**config.mk**
```make
export PLATFORM = sky130hd
export DESIGN_NAME = uart_tx_arbiter
export DESIGN_NICKNAME = d
export VERILOG_FILES = /design/src/rtl/uart_ctrl_pkg.sv /design/src/rtl/rr_priority_picker.sv /design/src/rtl/uart_tx_arbiter.sv
export SDC_FILE = /design/constraint.sdc
export NUM_CORES = 1
export LEC_CHECK = 0
export CAP_MARGIN = 20
export CORE_UTILIZATION = 55
export CTS_CLUSTER_DIAMETER = 50
export CTS_CLUSTER_SIZE = 10
export DETAILED_ROUTE_END_ITERATION = 10
export GPL_TIMING_DRIVEN = 0
export PLACE_DENSITY = 0.87
export SLEW_MARGIN = 30
export SYNTH_ARGS = -nofsm -noshare
export SYNTH_HDL_FRONTEND = slang
export SYNTH_SLANG_ARGS = --single-unit
```
**constraint.sdc**
```tcl
create_clock -name clk -period 4.4 [get_ports clk]
set_input_delay 0.66 -clock clk [delete_from_list [all_inputs] [get_ports clk]]
set_output_delay 0.66 -clock clk [all_outputs]
set_load 0.05 [all_outputs]
```
**src/rtl/uart_ctrl_pkg.sv**
```systemverilog
// Shared definitions for the UART control path: arbiter states, line timing
// defaults and a small modulo-increment helper for round-robin pointers.
package uart_ctrl_pkg;

    typedef enum logic [1:0] {
        IDLE = 2'd0,
        SEND = 2'd1,
        WAIT = 2'd2
    } arb_state_t;

    localparam int CLOCK_FREQ = 50000000;
    localparam int BAUD_RATE  = 9600;
    // Start + 8 data + stop bits.
    localparam int FRAME_CYCLES = 10 * (CLOCK_FREQ / BAUD_RATE);
    localparam int DEFAULT_TIMEOUT_CYCLES = 65536;

    function automatic int wrap_inc(input int idx, input int n);
        return (idx + 1 >= n) ? 0 : idx + 1;
    endfunction

endpackage

```
**src/rtl/rr_priority_picker.sv**
```systemverilog
// Combinational round-robin picker: the first set bit of valid, searching
// upward from rr_ptr and wrapping modulo NUM_REQ.
module rr_priority_picker #(
    parameter int NUM_REQ = 4,
    parameter int IDX_W   = $clog2(NUM_REQ)
) (
    input  logic [NUM_REQ-1:0] valid,
    input  logic [IDX_W-1:0]   rr_ptr,
    output logic [NUM_REQ-1:0] grant,
    output logic [IDX_W-1:0]   index,
    output logic               any
);

    always_comb begin
        int unsigned      cand;
        logic [IDX_W-1:0] cand_idx;
        grant    = '0;
        index    = '0;
        any      = 1'b0;
        cand     = 0;
        cand_idx = '0;
        // Walk from the farthest candidate back to rr_ptr so the nearest one wins.
        for (int k = NUM_REQ - 1; k >= 0; k--) begin
            cand     = (32'(rr_ptr) + 32'(k)) % 32'(NUM_REQ);
            cand_idx = IDX_W'(cand);
            if (valid[cand_idx]) begin
                index = cand_idx;
                any   = 1'b1;
            end
        end
        if (any) begin
            grant[index] = 1'b1;
        end
    end

endmodule

```
**src/rtl/uart_tx_arbiter.sv**
```systemverilog
// Shares one UART transmitter among NUM_REQ byte sources with round-robin
// arbitration, per-message locking and a watchdog on the transmitter/owner.
module uart_tx_arbiter
    import uart_ctrl_pkg::*;
#(
    parameter int NUM_REQ        = 4,
    parameter int DATA_W         = 8,
    parameter int TIMEOUT_CYCLES = DEFAULT_TIMEOUT_CYCLES,
    parameter int CNT_W          = 17
) (
    input  logic                        clk,
    input  logic                        rst,
    input  logic [NUM_REQ-1:0]          req_valid,
    input  logic [NUM_REQ*DATA_W-1:0]   req_data,
    input  logic [NUM_REQ-1:0]          req_last,
    output logic [NUM_REQ-1:0]          req_ready,
    output logic [DATA_W-1:0]           tx_data,
    output logic                        tx_send,
    input  logic                        tx_done,
    output logic [$clog2(NUM_REQ)-1:0]  grant_id,
    output logic                        busy,
    output logic                        timeout_err
);

    localparam int IDX_W = $clog2(NUM_REQ);
    localparam logic [CNT_W-1:0] EXPIRE_AT = CNT_W'(TIMEOUT_CYCLES - 1);

    arb_state_t         state;
    logic [IDX_W-1:0]   rr_ptr;
    logic [IDX_W-1:0]   owner;
    logic               locked;
    logic               last_q;
    logic [CNT_W-1:0]   timer;
    logic [CNT_W-1:0]   timer_inc;
    logic               expire;

    logic [NUM_REQ-1:0] pick_grant;
    logic [IDX_W-1:0]   pick_idx;
    logic               pick_any;
    logic [IDX_W-1:0]   win_idx;
    logic [DATA_W-1:0]  win_data;
    logic               win_last;
    logic               accept;

    rr_priority_picker #(
        .NUM_REQ (NUM_REQ),
        .IDX_W   (IDX_W)
    ) u_picker (
        .valid  (req_valid),
        .rr_ptr (rr_ptr),
        .grant  (pick_grant),
        .index  (pick_idx),
        .any    (pick_any)
    );

    // Handshake: requester i hands over a byte on a cycle where req_valid[i] &&
    // req_ready[i]. Ready is combinational, at most one-hot, only asserted in
    // IDLE, and never depends on req_data/req_last.
    always_comb begin
        win_idx   = locked ? owner : pick_idx;
        accept    = 1'b0;
        req_ready = '0;
        if (!rst && state == IDLE) begin
            if (locked) begin
                accept           = req_valid[owner];
                req_ready[owner] = req_valid[owner];
            end else begin
                accept    = pick_any;
                req_ready = pick_grant;
            end
        end
    end

    always_comb begin
        win_data = '0;
        win_last = 1'b0;
        for (int i = 0; i < NUM_REQ; i++) begin
            if (win_idx == IDX_W'(i)) begin
                win_data = req_data[i*DATA_W +: DATA_W];
                win_last = req_last[i];
            end
        end
    end

    assign timer_inc = timer + 1'b1;
    assign expire    = (timer_inc == EXPIRE_AT);
    assign busy      = (state != IDLE) || locked;

    always_ff @(posedge clk) begin
        if (rst) begin
            state       <= IDLE;
            rr_ptr      <= '0;
            owner       <= '0;
            locked      <= 1'b0;
            last_q      <= 1'b0;
            timer       <= '0;
            tx_data     <= '0;
            tx_send     <= 1'b0;
            grant_id    <= '0;
            timeout_err <= 1'b0;
        end else begin
            tx_send     <= 1'b0;
            timeout_err <= 1'b0;
            case (state)
                IDLE: begin
                    if (accept) begin
                        tx_data  <= win_data;
                        grant_id <= win_idx;
                        last_q   <= win_last;
                        owner    <= win_idx;
                        locked   <= 1'b1;
                        tx_send  <= 1'b1;
                        timer    <= '0;
                        state    <= SEND;
                    end else if (locked) begin
                        // Owner went quiet mid-message: give up the lock eventually.
                        if (expire) begin
                            timeout_err <= 1'b1;
                            locked      <= 1'b0;
                            rr_ptr      <= IDX_W'(wrap_inc(int'(owner), NUM_REQ));
                            timer       <= '0;
                        end else begin
                            timer <= timer_inc;
                        end
                    end
                end
                SEND: begin
                    timer <= '0;
                    state <= WAIT;
                end
                WAIT: begin
                    if (tx_done) begin
                        timer <= '0;
                        state <= IDLE;
                        if (last_q) begin
                            locked <= 1'b0;
                            rr_ptr <= IDX_W'(wrap_inc(int'(grant_id), NUM_REQ));
                        end
                    end else if (expire) begin
                        timeout_err <= 1'b1;
                        locked      <= 1'b0;
                        rr_ptr      <= IDX_W'(wrap_inc(int'(owner), NUM_REQ));
                        timer       <= '0;
                        state       <= IDLE;
                    end else begin
                        timer <= timer_inc;
                    end
                end
                default: state <= IDLE;
            endcase
        end
    end

endmodule

```
Word level (Yosys, flattened, before mapping)
Index checks and enable logic that the tools add are counted.

storage, ports and cells
  bits in registers = 35
  logic and storage cells = 118
  ROM bits = 0
  latch bits = 0
  output and inout bits = 17
  memories kept = 0
  input port bits = 43
  memory bits (writable) = 0

cells by class
  add/subtract/negate cells = 5
  reductions and logical operators = 16
  equal/unequal tests = 12
  $lt $le $gt $ge = 9
  divide/modulo/power cells = 0
  shifts and indexed selects = 0
  multipliers = 0
  mux-type cells = 65
  bitwise logic cells = 2

operator list
  cell                                                                           count
  17-bit 2-to-1 mux                                                              4
  17-bit case mux with 3 select lines                                            1
  8-bit 2-to-1 mux                                                               4
  1-bit 2-to-1 mux                                                               28
  2-bit 2-to-1 mux                                                               14
  2-bit by 3-bit less-than comparator with 1-bit output (second input constant)  6
  17-bit by 1-bit adder with 17-bit output (second input constant)               1
  17-bit by 16-bit equality test with 1-bit output (second input constant)       1
  4-bit 2-to-1 mux                                                               3
  1-bit binary-select mux with 2-bit select                                      5
  3-bit inequality test (second input constant)                                  3
  2-bit equality test (second input constant)                                    3
  2-bit inequality test (second input constant)                                  3
  2-bit case mux with 3 select lines                                             1
  2-bit AND reduction                                                            3
  2-bit adder (second input constant)                                            2
  4-bit AND                                                                      1
  1-bit demux with 2-bit select                                                  2
  2-bit by 1-bit equality test with 1-bit output (second input constant)         2
  2-bit by 1-bit >= comparator with 1-bit output (second input constant)         2
  2-bit logical NOT                                                              2
  1-bit case mux with 2 select lines                                             2
  2-bit case mux with 2 select lines                                             1
  4-bit AND reduction                                                            1
  11 further kinds                                                               14

Depth between registers and ports, before layout
  word-level depth = 14
  depth in mapped cells = 12
  mapped depth without buffers = 10

By module
Synthesis repeated with hierarchy kept, for this count alone.

unflattened totals
  cells, all modules = 308
  area total of the unflattened synthesis = 2607.5 sq um

modules (own cells, without submodules)
  module              area an instance (sq um)  instances  sequential area each (sq um)  cells each
  uart_tx_arbiter     2431.1                    1          700.7                         280
  rr_priority_picker  176.4                     1          0.0                           28

Worst setup path before layout
OpenSTA, ideal clock, no wires.

  path kind = register -> output
  from = register owner[0]
  to = output port req_ready[1]
  required time = 3.740 ns
  arrival = 2.280 ns
  path slack = 1.460 ns
  stages on the path, launching flop included = 6
  cell sequence = dfxtp_1 mux4_2 mux2i_1 or2_1 clkbuf_1 nor2_1

on the way
  longest elaborated chain between the ends = 7
  elaborated cells between the ends (all ways) = 10

ends and longest elaborated chain
  element                                                                                                                                               line                    text
  start: declaration                                                                                                                                    uart_tx_arbiter.sv:30   logic [IDX_W-1:0] owner;
  start signal: assignment                                                                                                                              uart_tx_arbiter.sv:110  owner <= win_idx;
  2-bit by 3-bit less-than comparator with 1-bit output (implied by the code) / 2-bit by 1-bit >= comparator with 1-bit output (equally long branches)  uart_tx_arbiter.sv:66   req_ready[owner] = req_valid[owner];
  1-bit logical AND (implied by the code)                                                                                                               uart_tx_arbiter.sv:66
  1-bit 2-to-1 mux (implied by the code)                                                                                                                uart_tx_arbiter.sv:66
  1-bit demux with 2-bit select                                                                                                                         uart_tx_arbiter.sv:66
  4-bit AND (no source line) *                                                                                                                          -
  4-bit 2-to-1 mux *                                                                                                                                    uart_tx_arbiter.sv:64   if (locked) begin
  4-bit 2-to-1 mux *                                                                                                                                    uart_tx_arbiter.sv:63   if (!rst && state == IDLE) begin
  end: declaration                                                                                                                                      uart_tx_arbiter.sv:16   output logic [NUM_REQ-1:0] req_ready,

Mark *: on every way between the ends. The rest lies on a longest branch, timed or not. The select of a mux whose other input is x is not followed.

Final worst setup path
  from = input port req_valid[2]
  to = output port req_ready[1]

on the way
  longest elaborated chain between the ends = 13
  elaborated cells between the ends (all ways) = 27

ends and longest elaborated chain
  element                                                                                                                                               line                      text
  start: declaration                                                                                                                                    uart_tx_arbiter.sv:13     input logic [NUM_REQ-1:0] req_valid,
  1-bit binary-select mux with 2-bit select                                                                                                             rr_priority_picker.sv:26  if (valid[cand_idx]) begin
  1-bit 2-to-1 mux (implied by the code)                                                                                                                rr_priority_picker.sv:26
  2-bit 2-to-1 mux (4 in a row)                                                                                                                         rr_priority_picker.sv:26
  2-bit by 3-bit less-than comparator with 1-bit output (implied by the code) / 2-bit by 1-bit >= comparator with 1-bit output (equally long branches)  rr_priority_picker.sv:32  grant[index] = 1'b1;
  1-bit logical AND (implied by the code)                                                                                                               rr_priority_picker.sv:32
  1-bit 2-to-1 mux (implied by the code)                                                                                                                rr_priority_picker.sv:32
  1-bit demux with 2-bit select                                                                                                                         -
  4-bit 2-to-1 mux                                                                                                                                      rr_priority_picker.sv:31  if (any) begin
  4-bit 2-to-1 mux *                                                                                                                                    uart_tx_arbiter.sv:64
  4-bit 2-to-1 mux *                                                                                                                                    uart_tx_arbiter.sv:63

Marked as above.

==> results.sh <==
export IMPL_status="complete, no violations"
export IMPL_clock_fmax_mhz=245
export IMPL_h_tree_depth=2
export IMPL_ctsResizeCount=0
export IMPL_clkSinkCount=35
export IMPL_fin_skew_ps=7.56
export IMPL_critPathTopFamily="buffers and inverters"
export IMPL_grt_ovfl_total=0
export IMPL_crit_buf_inv=3
export IMPL_ff2ff_path_depth=10
export IMPL_ys_types=63
export IMPL_finalHoldViolCount=0
export IMPL_arrival_ps=3430
export IMPL_pin_count=60
export IMPL_cp_start_kind="input port"
export IMPL_vias=2651
export IMPL_core_area_sq_mm=0.00444
export IMPL_max_cap_violations=0
export IMPL_synthArstFlopShare_pct=0
export IMPL_cts_tree="done"
export IMPL_fp_row_count=24
export IMPL_postSynthCellCount=314
export IMPL_slew_headroom_pct=50.9
export IMPL_ys_seq_area_share_pct=27.1
export IMPL_final_common_cell="clkdlybuf4s50_1"
export IMPL_syn_to_final_growth_pct=28.8
export IMPL_synth_edff_count=0
export IMPL_min_path_type="reg2reg"
export IMPL_dr_pass1_iters=5
export IMPL_antenna_found_initial=0
export IMPL_avgSynthCellArea_sq_um=8.22
export IMPL_slew_viol_final=0
export IMPL_yosysWarnings=0
export IMPL_slowest_stage="clkdlybuf4s50_1"
export IMPL_required_ps=3740
export IMPL_ir_drop_v=0.000285
export IMPL_ys_flop_type="dfxtp_1"
export IMPL_die_h_microns=70.5
export IMPL_clk_latency_ps=300
export IMPL_n_antenna_cell=0
export IMPL_min_period_ps=4090
export IMPL_io_buffers=59
export IMPL_tightestPinTransition_ps=734
export IMPL_fin_nets=433
export IMPL_clkTransAtPathRegs_ps=80
export IMPL_hold_path_depth=2
export IMPL_clockBufferDepth=2
export IMPL_crit_chain="clkdlybuf4s50_1 > or4_1 > mux2i_1 > or2_1 > clkbuf_1 > nor2_1 > clkdlybuf4s50_1"
export IMPL_tns_ps=0
export IMPL_cts_setup_buffers=0
export IMPL_die_w_microns=70.5
export IMPL_ys_ff_latch=35
export IMPL_critical_path_class="in2out"
export IMPL_avgRoutedWirePerCell_microns=15.9
export IMPL_start_util_pct=58.1
export IMPL_fin_crit_sh_pct=92.9
export IMPL_area_sequential_sq_um=701
export IMPL_route_detailed_drc=0
export IMPL_grt_pass1_vias=2469
export IMPL_syn_nets=367
export IMPL_syn_area_sq_mm=0.00258
export IMPL_cp_common_cell="clkdlybuf4s50_1"
export IMPL_endpoint_kind="output pin"
export IMPL_die_area_sq_mm=0.00497
export IMPL_grt_pass1_wl_microns=11400
export IMPL_path_max_fanout=10
export IMPL_fillers=340
export IMPL_setup_violations=0
export IMPL_gp_congestion=0.906
export IMPL_routed_via_density=6.12
export IMPL_mostFrequentLayoutCells="clkdlybuf4s50_1 (59), dfxtp_1 (35), nand2_1 (27)"
export IMPL_hpwl_microns=5290
export IMPL_wirelength_microns=6890
export IMPL_grt_use_total_pct=28.8
export IMPL_totalPowerFinal_uw=1510
export IMPL_cp_depth=7
export IMPL_multi_input_area_sq_mm=0.00172
export IMPL_numCtsBuffers=5
export IMPL_grt_max_degree=13
export IMPL_rsz0062_at_grt="no"
export IMPL_critPathMaxStageDelay_ps=720
export IMPL_drt_iter0_markers=181
export IMPL_ant_nets=0
export IMPL_p_leak_uw=0.00128
export IMPL_cts_hold_buffers=0
export IMPL_cts_root_buf="clkbuf_8"
export IMPL_power_density_mw_per_mm2=455
export IMPL_layout_drive_gt1_share_pct=10.5
-- worst reg2reg max path, delay by kind of cell (launching register included) --
family                   cells  cell delay (ps)
AND/OR/NAND/NOR              3              560
flip-flops                   1              520
adder cells (fa/ha/maj)      1              230
buffers and inverters        2              580
AO/OA/AOI/OAI                4             1190
-- power by group --
part	internal (uW)	leakage (uW)	switching [uW]
clock	110	0.0000402	131
combinational	313	0.000950	528
sequential	378	0.000285	53.4
-- area by class of cell --
class / instances / share of cell area, %
multi-input combinational: 244 / 51.6
tap: 52 / 1.96
sequential: 35 / 21.1
clock inverter: 3 / 0.602
timing repair buffer: 59 / 17.8
inverter: 14 / 1.58
buffer: 21 / 3.35
clock buffer: 5 / 2.07
-- layer usage --
metal  vias up  share of wire [%]  global-route usage, %
met3        16                6.6                   7.94
met2       103                 50                   50.4
met1      1233                 42                   34.3
met5         -                  0                      0
met4         0                2.0                   8.84
li1       1299                  -                      -
-- state kept, by name, summed over array words and instances, names as in the netlist --
register,cells
timeout_err,1
locked,1
state,2
owner,2
timer,17
last_q,1
rr_ptr,2
tx_send,1
tx_data,8
-- path summary, 6_finish.rpt --
| path | startpoint | to | slack, ps |
|---|---|---|---|
| worst max register to register | timer[1] | timer[10] | 1220 |
| worst min register to register | tx_data[2] | tx_data[2] | 480 |
| worst max-delay path | req_valid[2] | req_ready[1] | 310 |
| worst min-delay path | tx_data[2] | tx_data[2] | 480 |
-- through the flow --
step                      cells  hold slack (ps)  area [sq um]  setup WS, ps  util (%)
after floorplan             314              453          2580          1460         -
after detailed placement    425              458          3240           344      72.8
final                       433              477          3330           312      74.8
after global placement      425              448          3240           385      72.8
after global routing        433              497          3330           189      74.8
after CTS                   433              471          3330           329      74.8
-- cell families (layout without fill, tap and decap cells) --
kind of cell | Yosys count | after routing | synth area share [%]
AOI/OAI and AO/OA | 78 | 78 | 21.9
xor gates and xnor gates | 3 | 3 | 1.02
adders and majority gates | 10 | 10 | 4.85
buffers and inverters | 35 | 102 | 6.35
DFF | 35 | 35 | 27.1
muxes | 24 | 24 | 10.3
and+or+nand+nor | 129 | 129 | 28.5
-- Yosys cell counts, types with 8 or more instances --
| library cell | n | share of area, % |
|---|---|---|
| mux2i_1 | 13 | 5.0 |
| a22oi_1 | 10 | 2.9 |
| nand2_1 | 27 | 3.9 |
| mux2_2 | 10 | 4.4 |
| nor2_1 | 24 | 3.5 |
| nor2b_1 | 13 | 3.2 |
| ha_1 | 10 | 4.8 |
| buf_2 | 8 | 1.6 |
| inv_1 | 13 | 1.9 |
| nor3_1 | 10 | 1.9 |
| clkbuf_1 | 8 | 1.2 |
| o21ai_0 | 11 | 2.1 |
| and2_1 | 8 | 1.9 |
| a21oi_1 | 12 | 2.3 |
| dfxtp_1 | 35 | 27 |
Power figures use the tool's default switching activity.
